File: src/rtl/rr_arbiter_weighted_if.sv
// Handshake/bus bundle between the per-queue FIFOs, the weighted round-robin
// arbiter and the downstream consumer.
//   enb        : global enable (0 freezes the arbiter, outputs idle)
//   buf_empty  : per-queue FIFO empty flags, bit i = queue i
//   weights    : burst length per queue, queue i at [i*WEIGHT_BITS +: WEIGHT_BITS]
//   out_ready  : downstream accepts a datum this cycle
//   selector   : registered index of the granted queue (data mux select)
//   out_enb    : combinational valid toward the consumer
//   pop        : combinational one-hot read strobe back to the FIFOs
//   burst_last : combinational, final transfer of the current turn
// master = arbiter side, slave = FIFO/consumer side.
interface rr_arbiter_weighted_if #(
  parameter int unsigned QUEUE_QUANTITY = 4,
  parameter int unsigned WEIGHT_BITS    = 3
);
  localparam int unsigned SEL_W = $clog2(QUEUE_QUANTITY);

  logic                                  enb;
  logic [QUEUE_QUANTITY-1:0]             buf_empty;
  logic [QUEUE_QUANTITY*WEIGHT_BITS-1:0] weights;
  logic                                  out_ready;
  logic [SEL_W-1:0]                      selector;
  logic                                  out_enb;
  logic [QUEUE_QUANTITY-1:0]             pop;
  logic                                  burst_last;

  modport master (
    input  enb, buf_empty, weights, out_ready,
    output selector, out_enb, pop, burst_last
  );

  modport slave (
    output enb, buf_empty, weights, out_ready,
    input  selector, out_enb, pop, burst_last
  );
endinterface

File: src/rtl/rr_arbiter_weighted.sv
// Weighted round-robin arbiter between per-queue FIFOs and a shared output path.
// Each queue gets a burst of eff_w(i) transfers per turn (weight 0 counts as 1).
// Ports:
//   clk : single clock, all state updates on posedge
//   rst : synchronous active-low reset
//   bus : rr_arbiter_weighted_if.master (enb, buf_empty, weights, out_ready in;
//         selector, out_enb, pop, burst_last out)
module rr_arbiter_weighted #(
  parameter int unsigned QUEUE_QUANTITY = 4,
  parameter int unsigned WEIGHT_BITS    = 3,
  parameter int unsigned SKIP_EMPTY     = 1
) (
  input  logic                  clk,
  input  logic                  rst,
  rr_arbiter_weighted_if.master bus
);

  localparam int unsigned SEL_W  = $clog2(QUEUE_QUANTITY);
  localparam int unsigned W_BUS  = QUEUE_QUANTITY * WEIGHT_BITS;
  localparam int unsigned LAST_Q = QUEUE_QUANTITY - 1;

  logic [SEL_W-1:0]          sel_q, sel_d, nxt_sel;
  logic [WEIGHT_BITS-1:0]    credit_q, credit_d;
  logic                      out_enb_c;
  logic [QUEUE_QUANTITY-1:0] pop_c;
  logic                      burst_last_c;

  // Burst length of queue idx; a zero weight still grants one transfer.
  function automatic logic [WEIGHT_BITS-1:0] eff_w(
    input logic [W_BUS-1:0] w,
    input logic [SEL_W-1:0] idx
  );
    logic [WEIGHT_BITS-1:0] v;
    v = w[idx*WEIGHT_BITS +: WEIGHT_BITS];
    return (v == '0) ? WEIGHT_BITS'(1) : v;
  endfunction

  // Cyclic increment that never leaves [0, QUEUE_QUANTITY-1] for non-power-of-two counts.
  function automatic logic [SEL_W-1:0] inc_idx(input logic [SEL_W-1:0] idx);
    return (idx == SEL_W'(LAST_Q)) ? '0 : idx + SEL_W'(1);
  endfunction

  // Next grant: plain rotation, or first non-empty queue after the current one
  // (the current queue itself is the last candidate, so a sole busy queue is re-granted).
  always_comb begin
    logic             found;
    logic [SEL_W-1:0] cand;
    nxt_sel = inc_idx(sel_q);
    found   = 1'b0;
    cand    = sel_q;
    if (SKIP_EMPTY != 0) begin
      for (int k = 0; k < int'(QUEUE_QUANTITY); k++) begin
        cand = inc_idx(cand);
        if (!found && !bus.buf_empty[cand]) begin
          nxt_sel = cand;
          found   = 1'b1;
        end
      end
    end
  end

  // Handshake outputs and HOLD / XFER / ADVANCE next-state selection.
  always_comb begin
    out_enb_c     = bus.enb & rst & ~bus.buf_empty[sel_q];
    pop_c         = '0;
    pop_c[sel_q]  = out_enb_c & bus.out_ready;
    burst_last_c  = out_enb_c & (credit_q == WEIGHT_BITS'(1));
    sel_d         = sel_q;
    credit_d      = credit_q;
    if (bus.enb && !(out_enb_c && !bus.out_ready)) begin
      if (out_enb_c && (credit_q > WEIGHT_BITS'(1))) begin
        credit_d = credit_q - WEIGHT_BITS'(1);
      end else begin
        // Burst end or empty grant: move on and load fresh credit from current weights.
        sel_d    = nxt_sel;
        credit_d = eff_w(bus.weights, nxt_sel);
      end
    end
  end

  // Grant and credit registers.
  always_ff @(posedge clk) begin
    if (!rst) begin
      sel_q    <= '0;
      credit_q <= eff_w(bus.weights, SEL_W'(0));
    end else begin
      sel_q    <= sel_d;
      credit_q <= credit_d;
    end
  end

  assign bus.selector   = sel_q;
  assign bus.out_enb    = out_enb_c;
  assign bus.pop        = pop_c;
  assign bus.burst_last = burst_last_c;

endmodule
File: src/flat_wrapper.sv
// flat-port wrapper written by rule: the top's interface ports become plain ports
module rr_arbiter_weighted_flat 
#(
  parameter int unsigned QUEUE_QUANTITY = 4,
  parameter int unsigned WEIGHT_BITS    = 3,
  parameter int unsigned SKIP_EMPTY     = 1
)
  (clk, rst, bus_enb, bus_buf_empty, bus_weights, bus_out_ready, bus_selector, bus_out_enb, bus_pop, bus_burst_last);
  rr_arbiter_weighted_if #(.QUEUE_QUANTITY(QUEUE_QUANTITY), .WEIGHT_BITS(WEIGHT_BITS)) bus_i ();
  input  logic clk;
  input  logic rst;
  input wire logic [$bits(bus_i.enb)-1:0] bus_enb;
  input wire logic [$bits(bus_i.buf_empty)-1:0] bus_buf_empty;
  input wire logic [$bits(bus_i.weights)-1:0] bus_weights;
  input wire logic [$bits(bus_i.out_ready)-1:0] bus_out_ready;
  output wire logic [$bits(bus_i.selector)-1:0] bus_selector;
  output wire logic [$bits(bus_i.out_enb)-1:0] bus_out_enb;
  output wire logic [$bits(bus_i.pop)-1:0] bus_pop;
  output wire logic [$bits(bus_i.burst_last)-1:0] bus_burst_last;
  assign bus_i.enb = bus_enb;
  assign bus_i.buf_empty = bus_buf_empty;
  assign bus_i.weights = bus_weights;
  assign bus_i.out_ready = bus_out_ready;
  assign bus_selector = bus_i.selector;
  assign bus_out_enb = bus_i.out_enb;
  assign bus_pop = bus_i.pop;
  assign bus_burst_last = bus_i.burst_last;
  rr_arbiter_weighted #(.QUEUE_QUANTITY(QUEUE_QUANTITY), .WEIGHT_BITS(WEIGHT_BITS), .SKIP_EMPTY(SKIP_EMPTY)) u_core (.clk(clk), .rst(rst), .bus(bus_i));
endmodule
File: config.mk
export PLATFORM = sky130hd
export DESIGN_NAME = rr_arbiter_weighted_flat
export DESIGN_NICKNAME = d
export VERILOG_FILES = /design/src/rtl/rr_arbiter_weighted_if.sv /design/src/rtl/rr_arbiter_weighted.sv /design/src/flat_wrapper.sv
export SDC_FILE = /design/constraint.sdc
export NUM_CORES = 1
export LEC_CHECK = 0
export CORE_MARGIN = 2
export CORE_UTILIZATION = 40
export CTS_BUF_LIST = sky130_fd_sc_hd__clkbuf_8
export DETAILED_ROUTE_END_ITERATION = 12
export MAX_ROUTING_LAYER = met4
export PLACE_DENSITY_LB_ADDON = 0.05
export SKIP_CTS_REPAIR_TIMING = 1
export SLEW_MARGIN = 20
export SYNTH_ARGS = -nofsm -noshare
export SYNTH_HDL_FRONTEND = slang
export SYNTH_SLANG_ARGS = --single-unit
File: constraint.sdc
create_clock -name clk -period 8.9 [get_ports clk]
set_input_delay 1.78 -clock clk [delete_from_list [all_inputs] [get_ports clk]]
set_output_delay 1.78 -clock clk [all_outputs]
set_load 0.03 [all_outputs]
==> flow_summary.yaml <==
setup_path:
  cpPeakStageDelay_ps: 660
  path_cells: "clkdlybuf4s50_1 -> mux2_1 -> nand2b_1 -> a21o_1 -> inv_2 -> and3_1 -> clkdlybuf4s50_1"
  critPathLaunchType: "input pin"
  crit_top_cell: "clkdlybuf4s50_1"
  cp_slowest_cell: "clkdlybuf4s50_1"
  end_kind: "output pin"
  path_max_fanout: 8
  critPathKind: "input pin to output pin"
  crit_required_ps: 7120
  arrival_ps: 3940
die:
  rows: 15
  core_area_sq_um: 1730
  die_y_um: 47.0
  die_w_um: 47.0
  die_area_sq_um: 2210
  pin_count: 28
  initial_core_util: 0.428
synthesis:
  async_flop_share: 0
  synthesis.nets: 113
  netlist_instances: 87
  yosys_warnings: 0
  synthTopCellsByArea: "edfxtp_1 (12%), mux4_2 (12%), ha_1 (10%)"
  synth_largest_area_cell: "edfxtp_1"
  synth_top_area_share: 0.122
  synth_cell_type_count: 34
  ys.flop_type: "edfxtp_1"
  synth_edf_count: 3
  yosysSeqAreaShare: 0.176
  avgSynthCellArea_sq_um: 8.50
  synth_area_sq_um: 739
  synth_seq_cells: 5
clock_network:
  cts_made_buffers: 3
  root_buffer: "clkbuf_8"
  insertion_delay_ps: 220
  cts_tree: "done"
  htree_levels: 1
  cts_sinks: 5
  cts.clk_slew.worst_paths_ps: 40
  ctsLongestPathBuffers: 2
global_routing:
  grt_pass1_wl_mm: 2.50
  grt_util_all_layers: 0.157
  antenna_found_initial: 0
  grt_overflow_total: 0
  grt_pass1_vias: 618
  grt_max_degree: 14
placed_design:
  place_congestion: 0.842
  hpwl_mm: 1.32
  port_buffers: 27
  placedInstanceArea_sq_um: 1020
timing:
  clock_skew_ps: 0.978
  tns_ps: 0
  setup_viol: 0
  rsz0062_at_grt: "false"
  tightest_slew_ps: 579
  hold_viol: 0
  fmax_ghz: 0.175
  fin_crit_sh: 0.643
  slew_headroom: 0.612
  period_needed_ps: 5720
  slew_violations: 0
final_layout:
  drive_above_1_share: 0.104
  stdcell_area_sq_um: 1070
  fin_nets: 142
  syn2layout_area_growth_pct: 44.2
  antenna_cells: 0
routing:
  drt_iter0_markers: 14
  wire_per_inst_um: 11.6
  totalWireLength_mm: 1.63
  vias: 737
  drtAntennaViolNets: 0
  via_per_inst: 5.26
  drt-pass1-iter-count: 4
  drc: 0
min_path:
  hold_class: "flip-flop to flip-flop"
power_and_ir_drop:
  ir_drop_mv: 0.107
  power_density_nw_per_um2: 171
  cellLeakagePower_uw: 0.000458
outcome:
  run_status: "finished clean"
flow_run:
  maxCapViolations: 0
==> registers in the layout, indices dropped and copies added (netlist names) <==
register and cells:
u_core.credit_q 3, u_core.bus.selector 2
==> cells in the mapped netlist, types with 2 or more instances <==
cell type and count:
o21ai_0 7, nor2_1 7, nor3b_1 3, mux2i_1 2, nand2b_1 2, nand2_1 8
and3_1 4, mux2_4 2, edfxtp_1 3, mux4_2 4, inv_1 7, nor2b_1 4
nand3_1 3, dfxtp_1 2, a21oi_1 4, o21ai_1 2, ha_1 6
==> worst max-delay path, delay by kind of cell <==
kind	cells	cell delay [ps]
muxes	1	380
buffers and inverters	3	1270
AOI/OAI and AO/OA	1	210
and+or+nand+nor	2	300
==> placed cells by master (no fill, tap or decap), drive strengths merged, types with 4 or more instances in the layout <==
| cell | n |
|---|---|
| nor2b | 4 |
| inv | 9 |
| mux4 | 4 |
| nor2 | 7 |
| clkdlybuf4s50 | 27 |
| o21ai | 9 |
| nand2 | 8 |
| a21oi | 4 |
| and3 | 4 |
| ha | 6 |
==> final cells by class <==
type | instances | area [sq um]
Multi-Input combinational cell | 71 | 559
Timing Repair Buffer | 27 | 270
Sequential cell | 5 | 130
Tap cell | 25 | 31.3
Clock buffer | 3 | 41.3
Clock inverter | 1 | 3.75
Inverter | 8 | 30.0
Fill cell | 165 | 661
==> metal layers <==
metal	vias up	global-route usage	part of all wire
li1	373	-	-
met1	330	0.228	0.50
met2	34	0.238	0.43
met3	0	0.0115	0.070
met4	0	0.0333	0
met5	-	-	0
==> cell families after synthesis <==
group | after synthesis | synth area share
adders and majority gates | 6 | 0.102
AOI/OAI and AO/OA | 21 | 0.190
and+or+nand+nor | 33 | 0.230
muxes | 10 | 0.223
buffers and inverters | 11 | 0.0677
xor gates and xnor gates | 1 | 0.0118
DFF | 5 | 0.176
==> path summary, 6_finish.rpt <==
| path | start | end | slack, ps | cells after the start |
|---|---|---|---|---|
| worst max register to register | u_core.bus.selector[0] | u_core.credit_q[0] | 5480 | 7 |
| worst min register to register | u_core.bus.selector[1] | u_core.bus.selector[1] | 600 | 2 |
| worst min-delay path | u_core.bus.selector[1] | u_core.bus.selector[1] | 600 | 2 |
| worst max-delay path | bus_buf_empty[1] | bus_pop[0] | 3180 | 7 |
==> metrics by stage <==
step | setup slack, ps | hold slack [ps] | cells | power (uW) | utilization
after floorplan | 3940 | 665 | 87 | 118 | -
after global placement | 3180 | 584 | 136 | 140 | 0.591
after detailed placement | 3180 | 592 | 136 | 142 | 0.591
after CTS | 3170 | 596 | 140 | 183 | 0.617
after global routing | 3050 | 680 | 140 | 195 | 0.617
final | 3180 | 596 | 140 | 182 | 0.617
==> where the power goes <==
group | total, uW | internal [uW] | switching (uW)
Sequential | 37.8 | 31.1 | 6.66
Clock | 40.7 | 29.6 | 11.2
Combinational | 104 | 55.0 | 48.5
No activity file was read; power rests on OpenSTA's default activity.
